### src/rtl/adc_scan_ctrl.sv
// adc_scan_ctrl: continuous round-robin ADC channel scanner driving an SPI master, with a per-channel result table.
// Optional frame watchdog (timeout_err) is built only when ADC_SCAN_TIMEOUT_EN is defined.
module adc_scan_ctrl #(
    parameter int TIMEOUT_CYC = 1023
) (
    input  logic        clk,
    input  logic        rst,
    input  logic        enable,
    input  logic [7:0]  ch_mask,
    output logic        spi_start,
    output logic [15:0] spi_data_in,
    input  logic        spi_busy,
    input  logic        spi_new_data,
    input  logic [15:0] spi_data_out,
    input  logic [2:0]  rd_ch,
    output logic [11:0] rd_data,
    output logic        sample_valid,
    output logic [2:0]  sample_ch,
    output logic [11:0] sample_data,
    output logic        scan_done,
    output logic        timeout_err
);
    typedef enum logic [2:0] {IDLE, ISSUE, WAIT_BUSY, WAIT_DATA, STORE} state_t;

    state_t      state_q, state_d;
    logic [7:0]  mask_q, mask_d;
    logic [2:0]  addr_q, addr_d, prev_q, prev_d;
    logic        prime_q, prime_d, got_q, got_d;
    logic [11:0] data_q, data_d;
    logic [11:0] tab_q [8];
    logic        wr, to_hit, unused_ok;

    function automatic logic [2:0] lo_bit(input logic [7:0] m);
        lo_bit = 3'd0;
        for (int i = 7; i >= 0; i--) if (m[i]) lo_bit = 3'(i);
    endfunction

    function automatic logic [2:0] hi_bit(input logic [7:0] m);
        hi_bit = 3'd0;
        for (int i = 0; i < 8; i++) if (m[i]) hi_bit = 3'(i);
    endfunction

    // Smallest set channel above c, wrapping to the lowest set channel.
    function automatic logic [2:0] next_ch(input logic [2:0] c, input logic [7:0] m);
        next_ch = lo_bit(m);
        for (int i = 7; i >= 0; i--) if (m[i] && i > int'(c)) next_ch = 3'(i);
    endfunction

    always_comb begin
        state_d      = state_q;
        mask_d       = mask_q;
        addr_d       = addr_q;
        prev_d       = prev_q;
        prime_d      = prime_q;
        got_d        = got_q;
        data_d       = data_q;
        wr           = 1'b0;
        spi_start    = 1'b0;
        sample_valid = 1'b0;
        scan_done    = 1'b0;
        case (state_q)
            IDLE: if (enable && ch_mask != 8'h00) begin
                state_d = ISSUE;
                mask_d  = ch_mask;
                addr_d  = lo_bit(ch_mask);
                prime_d = 1'b1;
            end
            ISSUE: if (!spi_busy) begin
                spi_start = 1'b1;
                got_d     = 1'b0;
                state_d   = WAIT_BUSY;
            end
            WAIT_BUSY: begin
                // A frame may finish before busy is ever seen; remember its data.
                if (spi_new_data) begin
                    got_d  = 1'b1;
                    data_d = spi_data_out[11:0];
                end
                if (spi_busy || spi_new_data) state_d = WAIT_DATA;
            end
            WAIT_DATA: begin
                if (spi_new_data) data_d = spi_data_out[11:0];
                if (spi_new_data || got_q) state_d = STORE;
            end
            STORE: begin
                wr           = !prime_q;
                sample_valid = !prime_q;
                scan_done    = !prime_q && prev_q == hi_bit(mask_q);
                mask_d       = scan_done ? ch_mask : mask_q;
                addr_d       = next_ch(addr_q, mask_d);
                prev_d       = addr_q;
                prime_d      = 1'b0;
                state_d      = (enable && mask_d != 8'h00) ? ISSUE : IDLE;
            end
            default: state_d = IDLE;
        endcase
        if (to_hit) begin
            state_d = IDLE;
            prime_d = 1'b1;
        end
    end

    always_ff @(posedge clk or posedge rst) begin
        if (rst) begin
            state_q <= IDLE;
            mask_q  <= 8'h00;
            addr_q  <= 3'd0;
            prev_q  <= 3'd0;
            prime_q <= 1'b1;
            got_q   <= 1'b0;
            data_q  <= 12'h000;
        end else begin
            state_q <= state_d;
            mask_q  <= mask_d;
            addr_q  <= addr_d;
            prev_q  <= prev_d;
            prime_q <= prime_d;
            got_q   <= got_d;
            data_q  <= data_d;
        end
    end

    always_ff @(posedge clk or posedge rst) begin
        if (rst) begin
            for (int i = 0; i < 8; i++) tab_q[i] <= 12'h000;
        end else if (wr) begin
            tab_q[prev_q] <= data_q;
        end
    end

`ifdef ADC_SCAN_TIMEOUT_EN
    localparam int CW = $clog2(TIMEOUT_CYC + 1);
    logic [CW-1:0] cnt_q;
    logic          err_q;

    // cnt_q reads k on the k-th cycle after spi_start, so the flag shows TIMEOUT_CYC cycles after it.
    assign to_hit = (state_q == WAIT_BUSY || state_q == WAIT_DATA) && cnt_q >= CW'(TIMEOUT_CYC - 1);

    always_ff @(posedge clk or posedge rst) begin
        if (rst) begin
            cnt_q <= '0;
            err_q <= 1'b0;
        end else begin
            cnt_q <= (state_q == ISSUE) ? CW'(1) : cnt_q + CW'(1);
            if (to_hit) err_q <= 1'b1;
        end
    end

    assign timeout_err = err_q;
`else
    assign to_hit      = 1'b0;
    assign timeout_err = 1'b0;
`endif

    assign unused_ok   = ^{spi_data_out[15:12], TIMEOUT_CYC != 0};
    assign spi_data_in = {2'b00, addr_q, 11'b0};
    assign sample_ch   = prev_q;
    assign sample_data = data_q;
    assign rd_data     = tab_q[rd_ch];
endmodule

### config.mk
export PLATFORM = sky130hd
export DESIGN_NAME = adc_scan_ctrl
export DESIGN_NICKNAME = d
export VERILOG_FILES = /design/src/rtl/adc_scan_ctrl.sv
export SDC_FILE = /design/constraint.sdc
export NUM_CORES = 1
export LEC_CHECK = 0
export CORE_AREA = 8 8 130 132
export CTS_CLUSTER_DIAMETER = 150
export DETAILED_ROUTE_END_ITERATION = 10
export DIE_AREA = 0 0 138 140
export HOLD_SLACK_MARGIN = 0.06
export PLACE_DENSITY_LB_ADDON = 0.05
export SLEW_MARGIN = 20
export SYNTH_ARGS = -nofsm -noshare
export SYNTH_HDL_FRONTEND = slang
export SYNTH_SLANG_ARGS = --single-unit
### constraint.sdc
create_clock -name clk -period 7.39 [get_ports clk]
set_clock_uncertainty 0.1 [all_clocks]
set_input_delay 0.739 -clock clk [delete_from_list [all_inputs] [get_ports clk]]
set_output_delay 0.739 -clock clk [all_outputs]
set_load 0.05 [all_outputs]
# [Word level (Yosys, flattened, before mapping)]
# Index checks and enable logic that the tools add are counted.
[classes] n_addsub=0 multipliers=0 n_div=0 n_lt_le_gt_ge=10 n_eq_ne=10 n_shift=0 n_mux=57 n_bitwise=2 n_reduce_logical=24
[op_table] operator="$mux W3" count=35
[op_table] operator="$bwmux W96" count=1
[op_table] operator="$bmux W12 S3" count=1
[op_table] operator="$demux W12 S3" count=1
[op_table] operator="$mux W12" count=3
[op_table] operator="$mux W8" count=2
[op_table] operator="$pmux W8 S2" count=1
[op_table] operator="$reduce_bool A8 Y1" count=2
[op_table] operator="$pmux W3 S5" count=1
[op_table] operator="$gt A3 B3 Y1 const A" count=4
[op_table] operator="$logic_and A1 B1 Y1" count=11
[op_table] operator="$ne A2 B2 Y1 const B" count=5
[op_table] operator="$mux W1" count=9
[op_table] operator="$ge A4 B4 Y1 const B" count=2
[op_table] operator="$not A3 Y4" count=2
[op_table] operator="$eq A3 B2 Y1 const B" count=2
[op_table] operator="$gt A2 B3 Y1 const A" count=2
[op_table] operator="$pmux W3 S2" count=1
[op_table] operator="$lt A4 B1 Y1 const B" count=1
[op_table] operator="$pmux W1 S2" count=2
[op_table] operator="$reduce_and A2 Y1" count=2
[op_table] operator="$reduce_and A4 Y1" count=1
[op_table] operator="$reduce_bool A2 Y1" count=2
[op_table] operator="$eq A3 B1 Y1 const B" count=1
[op_table] operator="8 further kinds" count=9
[word_totals] reg_bits=127 latchBits=0 ramBits=0 mem_bits_ro=0 input_bits=32 output_inout_bits=47 word_cells=118 mem_count=0

# [Depth between registers and ports, before layout]
[logic_depth] word_depth=27 ltp_mapped=10

# [Least setup slack after synthesis]
# Ideal clock, no wire load.
[synth_path] kind="input -> output" startpoint="input rd_ch[0]" endpoint="output rd_data[10]" t_arrival_ns=2.677 t_required_ns=6.551 slack_ns=3.874 stages=5 path_cell_list="clkbuf_1 buf_1 clkbuf_1 mux4_2 mux2_2"
[synth_via] elab_chain_len=4
[synth_lines] element="start, declared" line_no="15" text="input logic [2:0] rd_ch,"
[synth_lines] element="$not A3 Y4 (not written as such)" line_no="159" text="assign rd_data = tab_q[rd_ch];"
[synth_lines] element="$bmux W12 S3" line_no="159"
[synth_lines] element="$mux W12 (not written as such) (2 in series)" line_no="159"
[synth_lines] element="end, declared" line_no="16" text="output logic [11:0] rd_data,"
# No other way between the ends. The select of a mux whose other input is x is not followed.

# [Worst setup path after layout]
[layout_path] startpoint="input rd_ch[0]" endpoint="output rd_data[8]"
# Same word-level chain as after synthesis.

==> metrics list <==
- Outcome: finished clean
* Gr ovfl total: 0
* Via count of the first global-routing pass: 4484
- The routed layout has 4248 vias.
* Post-synth top area cell: sky130_fd_sc_hd__dfrtp_1
* Proportion of netlist area held by the largest area contributor: 48.2%
- Share of the yosys chip area belonging to registers: 48.6%
- H-tree Lvls: 4
- The synthesized netlist devotes 0% of its cell area to adder and majority cells.
- The clock drives 127 sinks.
* I/O Pins: 79
- The floorplan has 45 rows.
- Number of pins with negative max-slew slack in the final report: 0
- Of the total synthesized cell area, the portion taken by XOR and XNOR cells is 0.517%.
- Diodes inserted: 0
- The clock passes through at most 2 buffers.
- The detail route stage leaves a number of antenna-violating nets equal to 0.
* CTS tree: yes
* Fin util: 52.4%
* Primary FF master, synth: sky130_fd_sc_hd__dfrtp_1
- After synthesis, the largest family of logic cells by area is multiplexers.
- The wire-length estimate of the detail-placed layout is 9750 um.
- Wire length per cell after detailed routing: 19.5 um
- For this run, the number of Yosys warnings is 0.
- The tool flagged a number of max-cap violations equal to 0.
* Compound-cell area share of the yosys netlist: 8.56%
* Post-CTS Setup Bufs: 0
* Required time of the worst setup path: 6.55 ns
- The portion of synthesized area spent on multiplexers is 30.4%.
- Counting flops with an async set or reset pin after synthesis yields a share of 100%.
- Setup violations remaining at the end of the flow were counted as 0.
- Final #Nets: 592
- Detailed Route WL: 14800 um
* Share of layout cells above drive strength 1: 35.8%
- In this design, the largest share of critical-path delay is due to buffers and inverters.
- Power spread over the standard cell area amounts to 357 nW/um^2.
- Entering global routing, the biggest net connects 76 pins.
- The average instance in the mapped netlist occupies 13.0 um^2.
- After routing the design area is 7790 um^2.
- Crit path launch type: input port
* Sum Neg Setup Slack: 0 ns
- The floorplan step defined a core boundary enclosing 14900 um^2.
- Post-route fraction of the period consumed by the critical path: 54.6%
- Yosys cell types: 68
- STA classifies the critical path endpoint as a primary output.
- The pre-antenna-repair detailed-routing pass consisted of 4 iterations.
- EDFF count, synth: 0
- Die width: 138 um
- Setup repair after global routing left no endpoint under its margin.
* Hold violation count in the final report: 0
- For the finished layout, the period the worst path requires is 4.03 ns.
* TritonCTS buffer count: 17
- Tightest Pin Transition: 0.950 ns
- First-pass GRT wire length: 24400 um
* Clock latency on the worst-skew pair: 0.41 ns
- The critical path contains buffers and inverters numbering 3 combined.
* Dominant cell type by count on the critical path: sky130_fd_sc_hd__clkdlybuf4s50_1
- Leading post-synthesis cells by instance count: sky130_fd_sc_hd__dfrtp_1 (126), sky130_fd_sc_hd__mux2_2 (124), sky130_fd_sc_hd__nand2_1 (28), sky130_fd_sc_hd__nor2_1 (28), sky130_fd_sc_hd__mux4_2 (24)
- Synthesis inferred 127 register bits.
- After detailed routing, the number of vias per cell comes to 5.58.
* Synthesized instance count: 504
- During placement, the flow inserted port buffers numbering 60.
- Among all cell types in the netlist, the one instantiated most often is sky130_fd_sc_hd__dfrtp_1.
* Starting utilization of the core area: 44.0%
- Number of resized instances in the post-cts repair step: 0
- The number of antenna violations at the first check in global routing came to 0.
- The die is 140 um tall.
- Gpl congestion: 0.877
- Of the total synthesized cell area, the portion taken by AND, OR, NAND and NOR gates is 7.31%.
- Slowest cell on the critical path: sky130_fd_sc_hd__clkdlybuf4s50_1
* Path category of the worst min-delay check: reg -> reg
* Instance area at placement: 7240 um^2
- Static leakage: 3.52 nW
* Slew headroom: 36.6%
- Quantity of hold-fixing buffers added after cts: 0
- IR analysis of the VDD net gives a maximum drop of 178 uV.
- After detailed routing, the number of remaining DRC violations is 0.
- Setup slack closes at 3.36 ns.
* Starting DRT DRC Count: 186
- Die area: 19300 um^2
- Relative to the synthesized area, the layout overhead comes to 19.2%.
- The synthesized netlist occupies a cell area of 6540 um^2.
* Post-placement setup slack: 3.34 ns
- Clock-pin slew was measured on the worst setup and hold paths at 0.06 ns.
- Clock root buffer: sky130_fd_sc_hd__clkbuf_16
- Global routing used 15.8% of the available tracks across all layers.
- Maximum fanout along the worst path: 24
- Maximum clock frequency: 248 MHz
- On the worst path, the slowest cell contributes a delay of 0.71 ns.
* Synth top area cells: sky130_fd_sc_hd__dfrtp_1 (48%), sky130_fd_sc_hd__mux2_2 (21%), sky130_fd_sc_hd__mux4_2 (8.3%), sky130_fd_sc_hd__buf_4 (1.8%), sky130_fd_sc_hd__nand2_1 (1.6%)
* Data arrival time of the critical path: 3.19 ns
* Critical-path cell list: clkdlybuf4s50_1 -> buf_4 -> mux4_2 -> mux2_2 -> clkdlybuf4s50_1
- Class of the most critical setup path: in -> out
==> power breakdown <==
part | leakage (nW) | switching [W] | internal [W]
Combinational | 1.54 | 0.000554 | 0.000395
Sequential | 1.71 | 0.000224 | 0.000832
Clock | 0.268 | 0.000292 | 0.000488
Total | 3.52 | 0.00107 | 0.00172
==> layout make-up <==
type | count | area, um^2
repair buffers | 67 | 653
clock buffers | 26 | 489
well taps | 188 | 235
multi-input cells | 335 | 3130
fillers | 1301 | 7070
clock inverters | 6 | 61.3
flip-flops and latches | 127 | 3180
inverters | 12 | 47.5
==> sequential cells by signal (all words and copies together), names as in the netlist <==
signal / count
addr_q: 3
prime_q: 1
tab_q: 96
sample_ch: 3
got_q: 1
sample_data: 12
state_q: 3
mask_q: 8
==> cell usage in the layout (no fill, tap or decap), types with 5 or more instances in the layout <==
cell type                         instances
sky130_fd_sc_hd__nand2_1                 28
sky130_fd_sc_hd__clkdlybuf4s50_1         60
sky130_fd_sc_hd__nor2_1                  28
sky130_fd_sc_hd__mux4_2                  24
sky130_fd_sc_hd__dfrtp_1                126
sky130_fd_sc_hd__conb_1                  14
sky130_fd_sc_hd__o21ai_0                 19
sky130_fd_sc_hd__inv_1                   10
sky130_fd_sc_hd__buf_4                    7
sky130_fd_sc_hd__mux2_2                 124
sky130_fd_sc_hd__clkbuf_1                 6
sky130_fd_sc_hd__clkbuf_16               17
sky130_fd_sc_hd__nand3_1                  5
sky130_fd_sc_hd__a21oi_1                 11
==> worst paths after layout <==
kind | endpoint | cells past startpoint | slack [ns] | start
max reg2reg | tab_q[54] | 6 | 4.44 | state_q[1]
max in group asynchronous | tab_q[8] | 3 | 5.11 | rst
min reg2reg | tab_q[30] | 1 | 0.40 | tab_q[30]
min in group asynchronous | sample_data[4] | 2 | 0.80 | rst
max | rd_data[8] | 5 | 3.36 | rd_ch[0]
min | tab_q[30] | 1 | 0.40 | tab_q[30]
==> per-stage QoR <==
step                hold WS, ns  power [W]  std cells
detailed placement        0.387    0.00203        729
CTS                       0.400    0.00282        761
floorplan                 0.374    0.00175        517
global placement          0.383    0.00201        729
global route              0.408    0.00294        761
finish                    0.398    0.00279        761
==> routing by layer <==
metal	vias up	routed length [um]	global-route usage (%)
met2	100	7290	25.9
met3	19	729	4.60
met5	-	0	0
li1	1946	-	-
met4	0	268	6.01
met1	2183	6530	19.4
==> logic make-up (layout without fill, tap and decap cells) <==
| logic type | after synthesis | count (layout) |
|---|---|---|
| AO/OA/AOI/OAI | 71 | 71 |
| XOR/XNOR | 3 | 3 |
| buffers and inverters | 55 | 111 |
| flip-flops | 127 | 127 |
| multiplexers | 153 | 153 |
| other | 1 | 14 |
| AND/OR/NAND/NOR | 94 | 94 |
(Power assumes the default switching activity.)
